<file path="config.mk">
export PLATFORM = sky130hd
export DESIGN_NAME = sobel_frame_emitter
export DESIGN_NICKNAME = d
export VERILOG_FILES = /design/src/rtl/sobel_frame_emitter.sv
export SDC_FILE = /design/constraint.sdc
export NUM_CORES = 1
export LEC_CHECK = 0
export ABC_AREA = 0
export CAP_MARGIN = 0
export CORE_ASPECT_RATIO = 0.8
export CORE_MARGIN = 2
export CORE_UTILIZATION = 55
export CTS_BUF_LIST = sky130_fd_sc_hd__clkbuf_4
export DETAILED_ROUTE_END_ITERATION = 8
export GPL_TIMING_DRIVEN = 0
export PLACE_DENSITY = 0.83
export REMOVE_ABC_BUFFERS = 1
export SLEW_MARGIN = 20
export SYNTH_ARGS = -nofsm -noshare
export SYNTH_HDL_FRONTEND = slang
export SYNTH_SLANG_ARGS = --single-unit
</file>
<file path="constraint.sdc">
create_clock -name clk_a -period 8.6 [get_ports clk_a]
set_clock_uncertainty 0.15 [all_clocks]
set_input_delay 1.72 -clock clk_a [delete_from_list [all_inputs] [get_ports clk_a]]
set_output_delay 1.72 -clock clk_a [all_outputs]
set_load 0.03 [all_outputs]
</file>
<file path="src/rtl/sobel_frame_emitter.sv">
// Re-frames a bare pixel stream as width, height, pixels on a byte-wide valid/ready TX port.
// Pixels are buffered in a small FIFO; upstream cannot stall, so refused pixels raise a sticky overflow.
module sobel_frame_emitter #(
    parameter int DATA_BITS  = 8,
    parameter int FIFO_DEPTH = 16
) (
    input  logic                 clk_a,
    input  logic                 rst,
    input  logic                 start,
    input  logic [DATA_BITS-1:0] cfg_width,
    input  logic [DATA_BITS-1:0] cfg_height,
    input  logic [DATA_BITS-1:0] pix_in,
    input  logic                 pix_valid,
    output logic                 pix_ready,
    output logic [DATA_BITS-1:0] tx_data,
    output logic                 tx_valid,
    input  logic                 tx_ready,
    output logic                 busy,
    output logic                 done,
    output logic                 overflow
);
    localparam int AW = $clog2(FIFO_DEPTH);
    localparam int CW = 16;

    typedef enum logic [2:0] {S_IDLE, S_HDR_W, S_HDR_H, S_PIXELS, S_DONE} state_t;
    state_t state, state_nx;

    logic [DATA_BITS-1:0] width_q, height_q;
    logic [CW-1:0]        total_q, in_cnt, out_cnt;
    logic [DATA_BITS-1:0] mem [FIFO_DEPTH];
    logic [AW-1:0]        wr_ptr, rd_ptr;
    logic [AW:0]          count;
    logic                 fifo_full, fifo_empty, push, pop, tx_hs;
    logic                 tx_valid_nx;
    logic [DATA_BITS-1:0] tx_data_nx, fifo_head;

    assign fifo_full  = (count == (AW+1)'(FIFO_DEPTH));
    assign fifo_empty = (count == '0);
    assign fifo_head  = mem[rd_ptr];
    assign busy       = (state != S_IDLE);
    assign done       = (state == S_DONE);
    assign tx_hs      = tx_valid && tx_ready;
    assign pix_ready  = busy && (state != S_DONE) && !fifo_full && (in_cnt < total_q);
    assign push       = pix_valid && pix_ready;

    // The TX register is reloaded whenever it is empty or being drained, so a
    // pixel can follow a handshake back-to-back.
    always_comb begin
        state_nx    = state;
        pop         = 1'b0;
        tx_valid_nx = tx_valid;
        tx_data_nx  = tx_data;
        case (state)
            S_IDLE: if (start) state_nx = S_HDR_W;
            S_HDR_W: begin
                if (!tx_valid) begin
                    tx_valid_nx = 1'b1;
                    tx_data_nx  = width_q;
                end else if (tx_ready) begin
                    state_nx    = S_HDR_H;
                    tx_valid_nx = 1'b1;
                    tx_data_nx  = height_q;
                end
            end
            S_HDR_H: begin
                if (tx_hs) begin
                    if (total_q == '0) begin
                        state_nx    = S_DONE;
                        tx_valid_nx = 1'b0;
                    end else begin
                        state_nx    = S_PIXELS;
                        pop         = !fifo_empty;
                        tx_valid_nx = !fifo_empty;
                        if (!fifo_empty) tx_data_nx = fifo_head;
                    end
                end
            end
            S_PIXELS: begin
                if (!tx_valid || tx_ready) begin
                    if (tx_hs && out_cnt == total_q - CW'(1)) begin
                        state_nx    = S_DONE;
                        tx_valid_nx = 1'b0;
                    end else begin
                        pop         = !fifo_empty;
                        tx_valid_nx = !fifo_empty;
                        if (!fifo_empty) tx_data_nx = fifo_head;
                    end
                end
            end
            S_DONE:  state_nx = S_IDLE;
            default: state_nx = S_IDLE;
        endcase
    end

    always_ff @(posedge clk_a) begin
        if (rst) begin
            state    <= S_IDLE;
            tx_valid <= 1'b0;
            tx_data  <= '0;
            width_q  <= '0;
            height_q <= '0;
            total_q  <= '0;
            in_cnt   <= '0;
            out_cnt  <= '0;
            overflow <= 1'b0;
            wr_ptr   <= '0;
            rd_ptr   <= '0;
            count    <= '0;
        end else begin
            state    <= state_nx;
            tx_valid <= tx_valid_nx;
            tx_data  <= tx_data_nx;
            if (state == S_IDLE && start) begin
                width_q  <= cfg_width;
                height_q <= cfg_height;
                total_q  <= CW'(cfg_width) * CW'(cfg_height);
                in_cnt   <= '0;
                out_cnt  <= '0;
                overflow <= 1'b0;
            end else begin
                if (push) in_cnt <= in_cnt + CW'(1);
                if (state == S_PIXELS && tx_hs) out_cnt <= out_cnt + CW'(1);
                if (busy && pix_valid && !pix_ready) overflow <= 1'b1;
            end
            if (push) wr_ptr <= wr_ptr + AW'(1);
            if (pop)  rd_ptr <= rd_ptr + AW'(1);
            case ({push, pop})
                2'b10:   count <= count + (AW+1)'(1);
                2'b01:   count <= count - (AW+1)'(1);
                default: count <= count;
            endcase
        end
    end

    always_ff @(posedge clk_a) begin
        if (push) mem[wr_ptr] <= pix_in;
    end
endmodule

</file>
==> key figures, run 1 <==
Run status
  • Status: completed

Global routing
  • Largest net degree at the start of global routing: 67
  • Vias in the first global route: 8,249
  • First-pass GRT wire length: 40,700 um
  • Global route overflow: 0
  • Initial antenna violation count: 1
  • GRT Resource Usage Total: 22.3%

Synth
  • Synthesized instance count: 1,080
  • Leading area contributor after synthesis: edfxtp_1
  • Top-area cell type share of the netlist area: 32.0%
  • Flops & latches, synth: 222
  • Post-Syn Area: 12,000 um^2
  • Multiplexer share of the synthesized area: 8.68%
  • Main synth FF type: edfxtp_1
  • Largest family of logic cells by synthesized area: simple AND/OR/NAND/NOR gates
  • Warning count from the yosys run: 0
  • Most frequent cells after synthesis: 128 x edfxtp_1, 122 x nand2_1, 94 x dfxtp_1, 86 x nor2_1, 77 x inv_1
  • Post-Synth XOR/XNOR Area: 4.45%
  • Synth Area in Simple Gates: 15.0%
  • Count of cell types in the netlist: 61
  • Seq/Total Area, Yosys: 47.6%
  • Post-synth EDFFs: 128
  • Post-synthesis adder-cell area fraction: 12.5%
  • Count leader, synth: edfxtp_1
  • FFs w/ async S/R, synth: 0%
  • Complex-gate fraction of the synthesized area: 7.54%
  • Avg Inst Size Synth: 11.1 um^2
  • Synth top area cells: edfxtp_1 32%, dfxtp_1 16%, mux4_2 7.5%

Floorplanning
  • Die ar.: 23,100 um^2
  • Core area: 21,500 um^2
  • Die height: 136 um
  • Starting Density: 55.9%
  • Die width: 169 um
  • I/O Pins: 42
  • Std-Cell Rows: 48

STA
  • Worst-Margin Slew: 0.868 ns
  • Final setup vio count: 0
  • Achievable Freq: 166 MHz
  • Final worst path period need: 6.04 ns
  • Hold_ws: 0.310 ns
  • Setup TNS Final: 0 ns
  • Final Hold Vio Count: 0
  • RSZ-0062 raised after global routing: no
  • Tcrit/Tclk final: 70.2%
  • Slew Limit Fails: 0
  • Rel. slew slack: 41.9%

Clocking
  • Clock H-tree levels: 2
  • Postcts setup bufs: 0
  • CTS Root Buffer Type: clkbuf_4
  • Cts-stage hold buffer count: 0
  • Clock slew at reported path FFs: 0.06 ns
  • Longest Clk Path Bufs: 3
  • TritonCTS clock tree: done
  • Num CTS Buffers: 52
  • Cts repair resizes: 0
  • # clock sinks: 222
  • Clock latency on the worst-skew pair: 0.69 ns

Critical path
  • CP Class: in -> reg
  • Crit end category: flip-flop
  • Worst Path Max Fanout: 9
  • Reg2reg path depth: 14
  • CP required: 9.05 ns
  • CP Launch Type: input port
  • Worst r2r src: tx_valid
  • Worst r2r dst: count[2]
  • Arrival @ worst endpoint: 6.49 ns
  • Reg2reg setup slack: 3.34 ns
  • Critical path origin: cfg_width[1]

Routing
  • Iteration-0 DRC Markers: 575
  • Via-to-Cell Ratio: 5.69
  • ANT nets after route: 0
  • 1st-pass router iterations: 5
  • Drt wl/cell: 17.0 um
  • Via total after detailed routing: 8,180
  • DRC violations left: 0
  • DRT Wirelength: 24,400 um

Power
  • Switching Fraction: 35.2%
  • Internal power: 2130 uW
  • Max rail drop VDD: 0.134 mV
  • Gate power share: 33.7%
  • Design Power: 3290 uW
  • Psw: 1160 uW
  • Power per cell area: 247 nW/um^2
  • Seq pwr share: 39.9%
  • Leakage: 0.00485 uW
  • Clk pwr share: 26.5%

Final layout
  • Post-layout util: 62.0%
  • Fin nets: 1,253
  • Finished Layout Cells: 1,437
  • Layout area overhead: 10.9%
  • Share of cells above drive strength 1: 13.7%

Placement
  • Port Buffers: 41
  • RePlAce Congestion: 0.876
  • Post-detail-place hpwl: 17,000 um
  • Placed insts: 1,346

Worst hold path
  • Hold Path End: height_q[6]
  • Hold Path Class: reg -> reg
  • Hold_sp: height_q[6]
  • Worst hold stages: 2

Job
  • Max_cap viols: 0
==> per-layer routing <==
metal	up-vias	GRT usage [%]	routed length, um
met1	4000	29.4	10700
li1	3921	-	-
met2	217	37.7	11900
met5	-	0	0
met4	0	6.74	481
met3	42	4.40	1330
==> how the worst max path moves through the flow <==
stage,depth (start not counted),slack (ns),end
6_report,17,2.56,total_q[14]
5_1_grt,17,2.22,total_q[14]
4_1_cts,17,2.55,total_q[14]
3_5_place_dp,17,1.88,total_q[14]
3_3_place_gp,11,1.03,count[2]
2_1_floorplan,16,2.92,total_q[14]
==> layout by cell type, fill, tap and decap left out, types with 62 or more instances in the layout <==
master	n
clkbuf_4	80
nor2_1	86
nand2_1	121
edfxtp_1	128
a21oi_1	65
ha_1	62
dfxtp_1	92
inv_1	77
==> cell families (layout without fill, tap and decap cells) <==
logic type | after synthesis | in the layout
multiplexers | 54 | 54
buffers and inverters | 130 | 211
XOR/XNOR | 61 | 61
adder cells (fa/ha/maj) | 98 | 98
other | 0 | 1
AND/OR/NAND/NOR | 371 | 371
flip-flops | 222 | 222
AO/OA/AOI/OAI | 144 | 144
==> through the flow <==
step                      setup WS (ns)  instance area, um^2
after detailed placement           1.88                12600
after floorplan                    2.92                11800
after CTS                          2.55                13300
final                              2.56                13300
after global routing               2.22                13300
after global placement             1.03                12600
==> power by group through the flow <==
stage | clock network [uW] | logic, uW | registers [uW]
6_report | 870 | 1110 | 1310
5_1_grt | 946 | 1250 | 1320
4_1_cts | 889 | 1100 | 1310
3_5_place_dp | 0 | 1090 | 1330
3_3_place_gp | 0 | 1050 | 1330
2_1_floorplan | 0 | 798 | 1330
==> worst max-delay path, cell delays in order <==
cell             delay (ns)
clkdlybuf4s50_1        0.63
and2_1                 0.30
fa_1                   0.45
fa_1                   0.55
inv_1                  0.05
fa_1                   0.47
fa_1                   0.55
inv_1                  0.04
ha_1                   0.32
inv_1                  0.06
o21ai_0                0.11
a211oi_1               0.37
o31ai_1                0.19
o41ai_1                0.33
xnor2_1                0.16
nand2_1                0.07
a21oi_1                0.12
==> flip-flops by register name, indices dropped and copies added, names as in the netlist, named ones only <==
register,flops
rd_ptr,4
height_q,8
in_cnt,16
width_q,8
tx_valid,1
tx_data,8
wr_ptr,4
out_cnt,16
total_q,16
mem,128
state,3
overflow,1
count,5
==> area by class of cell <==
type / count / area [um^2]
Antenna cell: 1 / 2.50
Clock buffer: 80 / 601
Clock inverter: 9 / 76.3
Fill cell: 1674 / 8170
Inverter: 78 / 293
Multi-Input combinational cell: 728 / 5820
Sequential cell: 222 / 5730
Tap cell: 275 / 344
Timing Repair Buffer: 44 / 462
No activity file was read; power rests on OpenSTA's default activity.
==> run 2: changes to the inputs <==
==> constraint.sdc (replaced) <==
create_clock -name clk_a -period 5.6 [get_ports clk_a]
set_clock_uncertainty 0.15 [all_clocks]
set_input_delay 1.12 -clock clk_a [delete_from_list [all_inputs] [get_ports clk_a]]
set_output_delay 1.12 -clock clk_a [all_outputs]
set_load 0.03 [all_outputs]
==> run 2 against run 1 <==
Compared with the run above:
- cell count did not move
- via count decreased by 0.38%
- largest power group unchanged
- utilization rose by 0.058 points
- combinational power rose by 54%
- power increased by 54%
- global-route usage unchanged
- first-iteration DRC count decreased by 6.1%
- worst setup slack got worse by 2.3 ns
- register-to-register slack lost 2.9 ns
- critical path type unchanged
==> key figures, run 2 (synthesis gave the netlist of run 1 again) <==
Run status
  • Status: completed

STA
  • Slew Limit Fails: 0
  • Tcrit/Tclk final: 95.0%
  • Achievable Freq: 188 MHz
  • RSZ-0062 raised after global routing: no
  • Final setup vio count: 0
  • Hold_ws: 0.311 ns
  • Final worst path period need: 5.32 ns
  • Final Hold Vio Count: 0
  • Rel. slew slack: 42.1%
  • Worst-Margin Slew: 0.865 ns

Placement
  • Port Buffers: 41
  • RePlAce Congestion: 0.876
  • Post-detail-place hpwl: 17,000 um

Critical path
  • Worst Path Max Fanout: 9
  • CP Class: in -> reg
  • Crit end category: flip-flop
  • CP Launch Type: input port
  • CP required: 6.03 ns
  • Arrival @ worst endpoint: 5.75 ns

Final layout
  • Largest reg by FF count: mem
  • Layout area overhead: 11.0%
  • Share of cells above drive strength 1: 13.8%
  • Max reg flops: 128
  • Post-layout util: 62.1%
  • Most frequent cells in the layout: 128 x edfxtp_1, 121 x nand2_1, 92 x dfxtp_1
  • Commonest non-fill, non-tap cell in the layout: edfxtp_1
  • Fin nets: 1,253
  • Fillers: 1,671

Clocking
  • Clock slew at reported path FFs: 0.06 ns
  • Longest Clk Path Bufs: 3
  • Clock H-tree levels: 2
  • Num CTS Buffers: 52
  • # clock sinks: 222
  • Cts-stage hold buffer count: 0
  • TritonCTS clock tree: done
  • CTS Root Buffer Type: clkbuf_4
  • Cts repair resizes: 0
  • Postcts setup bufs: 0
  • Clock latency on the worst-skew pair: 0.69 ns

Global routing
  • Largest net degree at the start of global routing: 67
  • Global route overflow: 0
  • Initial antenna violation count: 1
  • Vias in the first global route: 8,249
  • GRT Resource Usage Total: 22.3%
  • First-pass GRT wire length: 40,700 um

Floorplanning
  • Die ar.: 23,100 um^2
  • I/O Pins: 42
  • Std-Cell Rows: 48
  • Starting Density: 55.9%
  • Die height: 136 um
  • Core area: 21,500 um^2
  • Die width: 169 um

Worst hold path
  • Hold Path Class: reg -> reg

Power
  • Power per cell area: 379 nW/um^2
  • Max rail drop VDD: 0.206 mV
  • Leakage: 0.00488 uW

Routing
  • DRT Wirelength: 24,400 um
  • Via total after detailed routing: 8,149
  • 1st-pass router iterations: 5
  • DRC violations left: 0
  • Iteration-0 DRC Markers: 540
  • Drt wl/cell: 17.0 um
  • ANT nets after route: 0
  • Via-to-Cell Ratio: 5.67

Job
  • Max_cap viols: 0
[run 2: cell count changes in the layout (fill, tap and decap cells not counted), sizes merged]
cell           before  now
clkdlybuf4s50      40   38
dlymetal6s2s        0    2
[run 2: area by class of cell]
| class | instances | area, um^2 | area share [%] |
|---|---|---|---|
| Tap cell | 275 | 344 | 2.58 |
| Antenna cell | 1 | 2.50 | 0.0188 |
| Clock buffer | 80 | 601 | 4.50 |
| Clock inverter | 9 | 76.3 | 0.572 |
| Multi-Input combinational cell | 728 | 5830 | 43.7 |
| Inverter | 78 | 293 | 2.19 |
| Sequential cell | 222 | 5730 | 42.9 |
| Timing Repair Buffer | 44 | 467 | 3.50 |
[run 2: per-layer routing]
layer | up-vias | GRT usage, % | wire, um
li1 | 3922 | - | -
met1 | 3967 | 29.4 | 10600
met2 | 216 | 37.7 | 12000
met3 | 44 | 4.40 | 1360
met4 | 0 | 6.74 | 499
met5 | - | 0 | 0
[run 2: critical path, cell delays in order]
cell,delay [ns]
clkdlybuf4s50_1,0.75
nand2_1,0.17
fa_1,0.55
fa_1,0.55
inv_1,0.05
fa_1,0.50
fa_1,0.49
ha_1,0.34
a21boi_0,0.24
o21ai_0,0.14
a21oi_1,0.25
a21oi_1,0.12
a21oi_1,0.17
xnor2_1,0.09
a211oi_1,0.22
[run 2: path summary, 6_finish.rpt]
| kind | from | endpoint | slack, ns | cells after the start |
|---|---|---|---|---|
| setup / recovery | cfg_width[0] | total_q[15] | 0.28 | 15 |
| hold / removal | height_q[6] | height_q[6] | 0.31 | 2 |
| setup reg to reg | tx_valid | count[2] | 0.39 | 14 |
| hold reg to reg | height_q[6] | height_q[6] | 0.31 | 2 |
[run 2: metrics by stage]
step | setup TNS (ns) | setup slack (ns) | cells | instance area (um^2) | power, uW
3_3_place_gp | -9.99 | -1.37 | 1344 | 12600 | 3650
6_report | 0 | 0.278 | 1437 | 13300 | 5050
3_5_place_dp | -2.58 | -0.522 | 1346 | 12600 | 3720
4_1_cts | 0 | 0.152 | 1435 | 13300 | 5070
5_1_grt | 0 | 0.0100 | 1437 | 13300 | 5410
2_1_floorplan | 0 | 0.292 | 1028 | 11800 | 3260
[run 2: power breakdown]
group | internal (uW) | total (uW) | switching (uW)
combinational | 721 | 1710 | 985
sequential | 1850 | 2010 | 160
clock | 698 | 1340 | 639
